### src/rtl/tt_sweep_pkg.sv
// rtl/tt_sweep_pkg.sv - shared types and constants for the truth-table sweep controller
package tt_sweep_pkg;

    typedef enum logic [1:0] {
        IDLE  = 2'd0,
        RUN   = 2'd1,
        CHECK = 2'd2
    } state_t;

    localparam int DEF_N_IN          = 4;
    localparam int DEF_SETTLE_CYCLES = 2;

    function automatic int tt_width(input int n);
        return 1 << n;
    endfunction

endpackage

### src/rtl/tt_sweep_ctrl_if.sv
// rtl/tt_sweep_ctrl_if.sv - harness/gate bundle for tt_sweep_ctrl; fail_valid/fail_idx exist with TT_SWEEP_FAIL_IDX_EN
interface tt_sweep_ctrl_if #(
    parameter int N_IN = 4
);
    localparam int TT_W = tt_sweep_pkg::tt_width(N_IN);

    logic            start;
    logic            abort;
    logic [TT_W-1:0] expected_tt;
    logic [N_IN-1:0] dut_in;
    logic            dut_out;
    logic            busy;
    logic            done;
    logic            pass;
    logic [TT_W-1:0] signature;
`ifdef TT_SWEEP_FAIL_IDX_EN
    logic            fail_valid;
    logic [N_IN-1:0] fail_idx;
`endif

    modport slave (
        input  start, abort, expected_tt, dut_out,
        output dut_in, busy, done, pass, signature
`ifdef TT_SWEEP_FAIL_IDX_EN
        , output fail_valid, fail_idx
`endif
    );

    modport master (
        output start, abort, expected_tt, dut_out,
        input  dut_in, busy, done, pass, signature
`ifdef TT_SWEEP_FAIL_IDX_EN
        , input fail_valid, fail_idx
`endif
    );

endinterface

### src/rtl/tt_settle_cnt.sv
// rtl/tt_settle_cnt.sv - per-vector settle down-counter with one-cycle expiry strobe
module tt_settle_cnt #(
    parameter int SETTLE_CYCLES = 2
) (
    input  logic clk,
    input  logic rst_n,
    input  logic load,
    input  logic en,
    output logic expired
);
    localparam int CW = $clog2(SETTLE_CYCLES + 1);

    logic [CW-1:0] cnt;

    always_ff @(posedge clk or negedge rst_n) begin
        if (!rst_n) begin
            cnt <= '0;
        end else if (load) begin
            cnt <= CW'(SETTLE_CYCLES);
        end else if (en && (cnt != '0)) begin
            cnt <= cnt - 1'b1;
        end
    end

    // Strobe is high for the cycle whose closing edge samples the gate output
    assign expired = en && (cnt == '0);

endmodule

### src/rtl/tt_sweep_ctrl.sv
// rtl/tt_sweep_ctrl.sv - exhaustive truth-table sweep of one gate; TT_SWEEP_FAIL_IDX_EN adds first-mismatch index
module tt_sweep_ctrl
    import tt_sweep_pkg::*;
#(
    parameter int N_IN          = DEF_N_IN,
    parameter int SETTLE_CYCLES = DEF_SETTLE_CYCLES
) (
    input  logic              clk,
    input  logic              rst_n,
    tt_sweep_ctrl_if.slave    bus
);
    localparam int TT_W = tt_width(N_IN);

    state_t          state;
    logic [N_IN-1:0] idx;
    logic [TT_W-1:0] exp_q;
    logic            accept;
    logic            sample;
    logic            run_en;
    logic            cnt_load;

    assign accept   = (state == IDLE) && bus.start && !bus.abort;
    assign run_en   = (state == RUN);
    assign cnt_load = accept || sample;

    tt_settle_cnt #(.SETTLE_CYCLES(SETTLE_CYCLES)) u_settle (
        .clk     (clk),
        .rst_n   (rst_n),
        .load    (cnt_load),
        .en      (run_en),
        .expired (sample)
    );

    always_ff @(posedge clk or negedge rst_n) begin
        if (!rst_n) begin
            state          <= IDLE;
            idx            <= '0;
            exp_q          <= '0;
            bus.dut_in     <= '0;
            bus.busy       <= 1'b0;
            bus.done       <= 1'b0;
            bus.pass       <= 1'b0;
            bus.signature  <= '0;
`ifdef TT_SWEEP_FAIL_IDX_EN
            bus.fail_valid <= 1'b0;
            bus.fail_idx   <= '0;
`endif
        end else begin
            bus.done <= 1'b0;
            if ((state != IDLE) && bus.abort) begin
                // Partial signature is deliberately kept for post-mortem
                state          <= IDLE;
                bus.busy       <= 1'b0;
                bus.dut_in     <= '0;
                bus.pass       <= 1'b0;
`ifdef TT_SWEEP_FAIL_IDX_EN
                bus.fail_valid <= 1'b0;
                bus.fail_idx   <= '0;
`endif
            end else begin
                case (state)
                    IDLE: begin
                        if (accept) begin
                            state          <= RUN;
                            idx            <= '0;
                            bus.dut_in     <= '0;
                            bus.signature  <= '0;
                            bus.pass       <= 1'b0;
                            bus.busy       <= 1'b1;
                            exp_q          <= bus.expected_tt;
`ifdef TT_SWEEP_FAIL_IDX_EN
                            bus.fail_valid <= 1'b0;
                            bus.fail_idx   <= '0;
`endif
                        end
                    end
                    RUN: begin
                        if (sample) begin
                            bus.signature[idx] <= bus.dut_out;
                            idx                <= idx + 1'b1;
`ifdef TT_SWEEP_FAIL_IDX_EN
                            if ((bus.dut_out != exp_q[idx]) && !bus.fail_valid) begin
                                bus.fail_valid <= 1'b1;
                                bus.fail_idx   <= idx;
                            end
`endif
                            if (&idx) begin
                                bus.dut_in <= '0;
                                state      <= CHECK;
                            end else begin
                                bus.dut_in <= idx + 1'b1;
                            end
                        end
                    end
                    CHECK: begin
                        bus.pass <= (bus.signature == exp_q);
                        bus.done <= 1'b1;
                        bus.busy <= 1'b0;
                        state    <= IDLE;
                    end
                    default: state <= IDLE;
                endcase
            end
        end
    end

endmodule

### src/flat_wrapper.sv
// flat-port wrapper written by rule: the top's interface ports become plain ports
module tt_sweep_ctrl_flat import tt_sweep_pkg::*;
#(
    parameter int N_IN          = DEF_N_IN,
    parameter int SETTLE_CYCLES = DEF_SETTLE_CYCLES
)
  (clk, rst_n, bus_start, bus_abort, bus_expected_tt, bus_dut_out, bus_dut_in, bus_busy, bus_done, bus_pass, bus_signature);
  tt_sweep_ctrl_if #(.N_IN(N_IN)) bus_i ();
  input  logic clk;
  input  logic rst_n;
  input wire logic [$bits(bus_i.start)-1:0] bus_start;
  input wire logic [$bits(bus_i.abort)-1:0] bus_abort;
  input wire logic [$bits(bus_i.expected_tt)-1:0] bus_expected_tt;
  input wire logic [$bits(bus_i.dut_out)-1:0] bus_dut_out;
  output wire logic [$bits(bus_i.dut_in)-1:0] bus_dut_in;
  output wire logic [$bits(bus_i.busy)-1:0] bus_busy;
  output wire logic [$bits(bus_i.done)-1:0] bus_done;
  output wire logic [$bits(bus_i.pass)-1:0] bus_pass;
  output wire logic [$bits(bus_i.signature)-1:0] bus_signature;
  assign bus_i.start = bus_start;
  assign bus_i.abort = bus_abort;
  assign bus_i.expected_tt = bus_expected_tt;
  assign bus_i.dut_out = bus_dut_out;
  assign bus_dut_in = bus_i.dut_in;
  assign bus_busy = bus_i.busy;
  assign bus_done = bus_i.done;
  assign bus_pass = bus_i.pass;
  assign bus_signature = bus_i.signature;
  tt_sweep_ctrl #(.N_IN(N_IN), .SETTLE_CYCLES(SETTLE_CYCLES)) u_core (.clk(clk), .rst_n(rst_n), .bus(bus_i));
endmodule
### config.mk
export PLATFORM = sky130hd
export DESIGN_NAME = tt_sweep_ctrl_flat
export DESIGN_NICKNAME = d
export VERILOG_FILES = /design/src/rtl/tt_sweep_pkg.sv /design/src/rtl/tt_sweep_ctrl_if.sv /design/src/rtl/tt_settle_cnt.sv /design/src/rtl/tt_sweep_ctrl.sv /design/src/flat_wrapper.sv
export SDC_FILE = /design/constraint.sdc
export NUM_CORES = 1
export LEC_CHECK = 0
export CAP_MARGIN = 10
export CORE_MARGIN = 2
export CORE_UTILIZATION = 62
export DETAILED_ROUTE_END_ITERATION = 10
export DONT_BUFFER_PORTS = 1
export GPL_TIMING_DRIVEN = 0
export HOLD_SLACK_MARGIN = 0.12
export PLACE_DENSITY = 0.78
export SLEW_MARGIN = 40
export SYNTH_ARGS = -nofsm -noshare
export SYNTH_HDL_FRONTEND = slang
export SYNTH_SLANG_ARGS = --single-unit
### constraint.sdc
create_clock -name clk -period 1.8 [get_ports clk]
set_clock_uncertainty 0.1 [all_clocks]
set_input_delay 0.27 -clock clk [delete_from_list [all_inputs] [get_ports clk]]
set_output_delay 0.27 -clock clk [all_outputs]
set_load 0.03 [all_outputs]
==> results of run 1 <==
==> cells by family after synthesis <==
group / Yosys count / synth area share [%]
buffers and inverters: 17 / 3.082
AOI/OAI and AO/OA: 64 / 15.52
muxes: 16 / 7.925
xor gates and xnor gates: 18 / 6.934
and+or+nand+nor: 48 / 12.05
DFF: 47 / 51.73
adders and majority gates: 5 / 2.752
==> what timing repair did <==
| action | 4_1_cts | 5_1_grt |
|---|---|---|
| setup endpoints to repair | 1 | 28 |
| gates cloned | 0 | 0 |
| gates resized for setup | 2 | 15 |
| endpoints found under the hold margin | 73 | 0 |
| hold buffers | 19 | 0 |
| setup buffers | 0 | 0 |
==> sequential cells by signal (all words and copies together) (netlist names) <==
name and cells:
u_core.bus.signature 16, u_core.bus.done 1, u_core.exp_q 16, u_core.state 2, u_core.idx 4, u_core.bus.busy 1, u_core.u_settle.cnt 2, u_core.bus.dut_in 4
u_core.bus.pass 1
==> layer usage <==
layer / vias up / part of all wire, % / wire length (um)
li1: 813 / - / -
met1: 872 / 42 / 2385
met2: 63 / 51 / 2902
met3: 7 / 5.8 / 327
met4: 0 / 1.1 / 60
met5: - / 0 / 0
==> path summary, 6_finish.rpt <==
kind / from / endpoint / slack, ns / depth (start not counted)
setup / recovery: u_core.state[0]$_DFFE_PN0P_ / u_core.exp_q[10]$_DFFE_PN0P_ / 0.05 / 3
hold / removal: bus_abort / u_core.bus.busy$_DFFE_PN0P_ / 0.18 / 2
setup reg to reg: u_core.state[0]$_DFFE_PN0P_ / u_core.exp_q[10]$_DFFE_PN0P_ / 0.05 / 3
hold reg to reg: u_core.exp_q[1]$_DFFE_PN0P_ / u_core.exp_q[1]$_DFFE_PN0P_ / 0.42 / 1
max in group asynchronous: rst_n / u_core.bus.signature[7]$_DFFE_PN0P_ / 1.01 / 2
min in group asynchronous: rst_n / u_core.bus.signature[5]$_DFFE_PN0P_ / 0.38 / 2
==> metrics by stage <==
| step | total power (uW) | TNS, ns |
|---|---|---|
| 2_1_floorplan | 2520 | 0 |
| 3_3_place_gp | 2752 | 0 |
| 3_5_place_dp | 2837 | -0.01941 |
| 4_1_cts | 3445 | 0 |
| 5_1_grt | 3769 | -0.08223 |
| 6_report | 3540 | 0 |
==> placed cells by master (no fill, tap or decap), drive strengths merged, types with 2 or more instances in the layout <==
master and count:
dfrtp 47, o21ai 35, dlygate4sd3 18, a21oi 16, mux2 16, nand2 15, xnor2 14, clkbuf 13
inv 8, nor2b 5, ha 5, buf 5, nand3 4, xor2 4, nand2b 3, nor2 3
a31oi 3, a21o 3, o31ai 3, or2 3, nor4 3, o22ai 2, nand4 2, nor3b 2
or3 2
==> worst max-delay path, delay by kind of cell (launching register included) <==
kind                   cells  cell delay, ns
and+or+nand+nor            1            0.37
muxes                      1            0.35
buffers and inverters      1            0.32
DFF                        1            0.50
==> report_power, final <==
part	internal (uW)	leakage [uW]	switching [uW]
registers	1340	0.000612	348
clock network	230	0.0000386	327
logic	562	0.000499	738
total	2130	0.00115	1410
==> layout make-up <==
type	count	share of cell area, %
clock buffer	8	2.592
multi-input combinational	151	40.24
inverter	8	1.131
timing repair buffer	19	7.823
tap	46	2.168
buffer	9	1.744
sequential	47	44.30
==> flow_metrics.py, run 1 <==
metrics = {
    "routing": {
        "drc": 0,
        "wl_mm": 5.676,
        "via_per_inst": 6.094,
        "ant_nets": 0,
        "dr_total_vias": 1755,
        "firstDrtPassIters": 4,
        "post_drt_wl_per_cell_um": 19.71,
        "dr.first_iter.drc_count": 173,
    },
    "synth": {
        "synth_nets": 241,
        "syn_avg_cell_area_um2": 10.57,
        "ys_top_cells_by_count": "dfrtp_1, o21ai_1, a21oi_1, mux2_1, nand2_1",
        "ys_warn_count": 0,
        "synth_cell_types": 35,
        "yosys_register_bits": 47,
        "syn_area_um2": 2273,
        "postSynth.asyncResetShare_pct": 100.0,
        "synth.largest_area_cell": "dfrtp_1",
        "synth_edf_count": 0,
        "yosysMostFrequentCell": "dfrtp_1",
        "syn_inst": 215,
        "synth.top_cell.area_share_pct": 51.73,
        "synth_area_leaders": "dfrtp_1, mux2_1, o21ai_1, xnor2_1, a21oi_1",
        "ys_seq_area_share_pct": 51.73,
        "synth_ff_type": "dfrtp_1",
    },
    "power": {
        "powerDensity_nw_per_um2": 1333,
        "p_leak_uw": 0.001150,
        "vdd_ir_drop_max_mv": 0.9428,
    },
    "global_route": {
        "use_met2_pct": 50.52,
        "grt_start_max_net_pins": 48,
        "met1_usage_pct": 37.22,
        "grt_overflow": 0,
        "met3_usage_pct": 8.507,
        "grt.total_usage_pct": 30.01,
        "grt_pass1_wl_mm": 9.142,
        "antenna_found_initial": 0,
        "grt-busiest-layer": "met2",
        "grt_pass1_vias": 1839,
    },
    "cells_and_area": {
        "nets": 267,
        "final_cell_area_um2": 2655,
        "antenna_cells": 0,
        "fin_cells": 288,
        "multiInputGateArea_um2": 1069,
        "final_util_pct": 77.73,
        "seqCellArea_um2": 1176,
        "drive_gt1_share_pct": 12.40,
        "area_growth_pct": 16.79,
        "nFillCells": 230,
    },
    "placed_design": {
        "io_buffer_count": 0,
        "gp_congestion": 0.8869,
        "hpwlAfterDp_mm": 3.835,
        "place_inst": 261,
        "place_ws_ns": -0.01941,
        "dpl-instance-area_um2": 2331,
    },
    "timing": {
        "finalCritPeriodShare_pct": 97.18,
        "whs_ns": 0.1806,
        "worst_slew_pin_slew_ns": 0.4957,
        "maxSlewViolCount": 0,
        "fmax_ghz": 0.5717,
        "hold_violations": 0,
        "finalCriticalPeriod_ns": 1.749,
        "fin_ws_ns": 0.05078,
        "maxSlewHeadroom_pct": 66.95,
        "setup_violations": 0,
    },
    "clocking": {
        "htree_num_levels": 2,
        "clk_pin_slew_ns": 0.13,
        "insertion_delay_ns": 0.36,
        "clock_path_buffers": 2,
        "cts_tree": "done",
        "numClockSinks": 47,
        "cts_buffers": 5,
        "clockRootBuffer": "clkbuf_4",
    },
    "floorplan": {
        "start_util_pct": 66.56,
        "num_rows": 21,
        "io_pins": 44,
        "die-area_um2": 4167,
        "core_um2": 3416,
        "die_w_um": 64.56,
        "die_h_um": 64.56,
    },
    "worst_hold_path": {
        "hold_class": "in -> reg",
    },
    "critical_path": {
        "worstPathRequired_ns": 1.96,
        "cp_max_fo": 10,
        "cp.arrival_ns": 1.91,
        "criticalPathCategory": "reg -> reg",
        "slowest_stage": "dfrtp_1",
        "critPathLaunchType": "register",
        "worstSetupEndpointType": "register",
        "path_cells": "nor4b_2 -> clkbuf_4 -> mux2_1",
        "cp_slowest_stage_delay_ns": 0.50,
    },
    "outcome": {
        "status": "completed",
    },
    "job": {
        "cap_violations": 0,
    },
}
No activity file was read; power rests on OpenSTA's default activity.
==> inputs of run 2 (changes only) <==
Settings changed: MAX_ROUTING_LAYER from default to met4, TNS_END_PERCENT from default to 50.
==> run 2 against run 1 <==
Register-to-register slack got worse by 0.05 ns. Critical endpoint unchanged. Setup slack got worse by 0.055 ns. Sequential share of layout area decreased by 0.47 points. Critical path type unchanged. Largest cell class unchanged. Critical path depth unchanged. Fmax decreased by 3.0%. The flow now finishes with violations (negative setup slack). Design area increased by 1.1%. Sequential cell count unchanged. Count of clock-buffer cells in the layout decreased by 2. Hold slack got worse by 0.011 ns. Highest routed layer unchanged. First-iteration DRC count decreased by 34%. Total power increased by 2.6%.
==> flow_metrics.py, run 2 (synthesis gave the netlist of run 1 again) <==
metrics = {
    "critical_path": {
        "cp_slowest_stage_delay_ns": 0.48,
        "critPathBufInv": 1,
        "path_cells": "nor4b_2 -> clkbuf_4 -> mux2_1",
        "worstPathRequired_ns": 1.96,
        "critPathLaunchType": "register",
        "cp_max_fo": 10,
        "worstSetupEndpointType": "register",
        "criticalPathCategory": "reg -> reg",
        "regToRegStartpoint": "u_core.state[1]$_DFFE_PN0P_",
        "cp.arrival_ns": 1.96,
        "slowest_stage": "dfrtp_1",
        "setup.worst_path.start": "u_core.state[1]$_DFFE_PN0P_",
        "path_delay_family": "flip-flops",
    },
    "global_route": {
        "grt_pass1_vias": 1791,
        "antenna_found_initial": 0,
        "grt_start_max_net_pins": 48,
        "grt_overflow": 0,
        "grt.total_usage_pct": 28.93,
        "grt_pass1_wl_mm": 8.714,
    },
    "routing": {
        "drc": 0,
        "ant_nets": 0,
        "post_drt_wl_per_cell_um": 18.45,
        "via_per_inst": 5.955,
        "dr_total_vias": 1733,
        "wl_mm": 5.369,
        "dr.first_iter.drc_count": 115,
        "firstDrtPassIters": 6,
    },
    "power": {
        "internal_power_uw": 2243,
        "clkPwrFrac_pct": 18.2,
        "p_sw_uw": 1388,
        "netSwitchingFraction_pct": 38.24,
        "combPwrFrac_pct": 35.6,
        "powerDensity_nw_per_um2": 1353,
        "vdd_ir_drop_max_mv": 0.8367,
        "seq_power_share_pct": 46.1,
        "p_leak_uw": 0.001167,
    },
    "cells_and_area": {
        "final_common_cell": "dfrtp_1",
        "area_growth_pct": 18.05,
        "antenna_cells": 0,
        "final_cell_area_um2": 2684,
        "top_regs": "u_core.bus.signature (16), u_core.exp_q (16)",
        "nets": 270,
        "drive_gt1_share_pct": 11.84,
        "multiInputGateArea_um2": 1059,
        "nFillCells": 224,
        "final_cell_mix": "dfrtp_1, o21ai_1, dlygate4sd3_1",
        "seqCellArea_um2": 1176,
        "fin_cells": 291,
    },
    "worst_hold_path": {
        "hp-start": "bus_abort",
        "hold_class": "in -> reg",
    },
    "floorplan": {
        "io_pins": 44,
        "num_rows": 21,
        "die-area_um2": 4167,
        "die_w_um": 64.56,
        "core_um2": 3416,
        "die_h_um": 64.56,
        "start_util_pct": 66.56,
    },
    "outcome": {
        "failed_checks": "negative setup slack",
        "status": "finished, violations left",
    },
    "timing": {
        "whs_ns": 0.1694,
        "worst_slew_pin_slew_ns": 0.5191,
        "hold_violations": 0,
        "maxSlewViolCount": 0,
        "finalCriticalPeriod_ns": 1.804,
        "grt_setup_unrepaired": "true",
        "fmax_ghz": 0.5544,
        "setup_violations": 1,
        "maxSlewHeadroom_pct": 65.39,
        "fin_ws_ns": -0.003867,
        "finalCritPeriodShare_pct": 100.2,
    },
    "clocking": {
        "clockRootBuffer": "clkbuf_4",
        "clk_pin_slew_ns": 0.13,
        "htree_num_levels": 2,
        "cts_tree": "done",
        "clock_path_buffers": 2,
        "insertion_delay_ns": 0.37,
        "numClockSinks": 47,
        "cts_buffers": 5,
    },
    "placed_design": {
        "io_buffer_count": 0,
        "gp_congestion": 0.8791,
        "dpl-instance-area_um2": 2331,
        "hpwlAfterDp_mm": 3.599,
        "place_inst": 261,
    },
    "job": {
        "cap_violations": 0,
    },
}
run 2: changes by cell type in the layout (fill, tap and decap cells not counted), sizes merged:
cell and change:
buf +3, clkinv +1, bufinv +1, clkbuf -2
run 2: power by group through the flow:
stage | Combinational, uW | Sequential, uW | Clock (uW)
floorplan | 895 | 1620 | 0
global placement | 1090 | 1660 | 0
detailed placement | 1130 | 1690 | 0
CTS | 1210 | 1660 | 679
global route | 1420 | 1710 | 704
finish | 1290 | 1680 | 662
run 2: routing by layer:
| metal | vias up | wire length [um] | global-route usage, % |
|---|---|---|---|
| li1 | 819 | - | - |
| met4 | 0 | 106 | 10.37 |
| met1 | 831 | 2328 | 35.33 |
| met5 | - | 0 | - |
| met2 | 72 | 2542 | 47.01 |
| met3 | 11 | 392 | 7.465 |
run 2: repair_timing:
action | CTS | global route
gates resized for setup | 3 | 7
hold buffers | 19 | 0
hold endpoints to repair | 74 | 0
buffers inserted | 0 | 3
setup endpoints to repair | 2 | 22
pin swaps | 0 | 3
run 2: per-stage QoR:
step | power (uW) | utilization [%] | worst slack [ns] | setup TNS (ns)
after global routing | 3833 | 78.57 | -0.06393 | -0.3751
after CTS | 3551 | 77.14 | 0.01445 | 0
after floorplan | 2520 | - | 0.1645 | 0
after detailed placement | 2822 | 68.24 | -0.02689 | -0.02689
after global placement | 2755 | 68.24 | 0.05739 | 0
final | 3631 | 78.57 | -0.003867 | -0.003867
run 2: final timing paths:
kind / cells past startpoint / to / slack (ns)
worst min register to register: 1 / u_core.exp_q[12]$_DFFE_PN0P_ / 0.43
worst min-delay path: 2 / u_core.bus.busy$_DFFE_PN0P_ / 0.17
worst max-delay path: 3 / u_core.exp_q[10]$_DFFE_PN0P_ / -0.004
max in group asynchronous: 2 / u_core.bus.dut_in[0]$_DFFE_PN0P_ / 1.09
worst max register to register: 3 / u_core.exp_q[10]$_DFFE_PN0P_ / -0.004
min in group asynchronous: 2 / u_core.exp_q[9]$_DFFE_PN0P_ / 0.29
run 2: layout make-up:
class | instances | area share [%]
flip-flops and latches | 47 | 43.82
multi-input cells | 151 | 39.44
repair buffers | 22 | 8.578
well taps | 46 | 2.145
clock buffers | 6 | 1.911
plain buffers | 9 | 1.678
clock inverters | 2 | 1.305
inverters | 8 | 1.119
run 2: worst register-to-register path: cells and delay by family, from the launching register on:
family,cells,cell delay (ns)
DFF,1,0.48
buffers and inverters,1,0.32
and+or+nand+nor,1,0.43
muxes,1,0.37
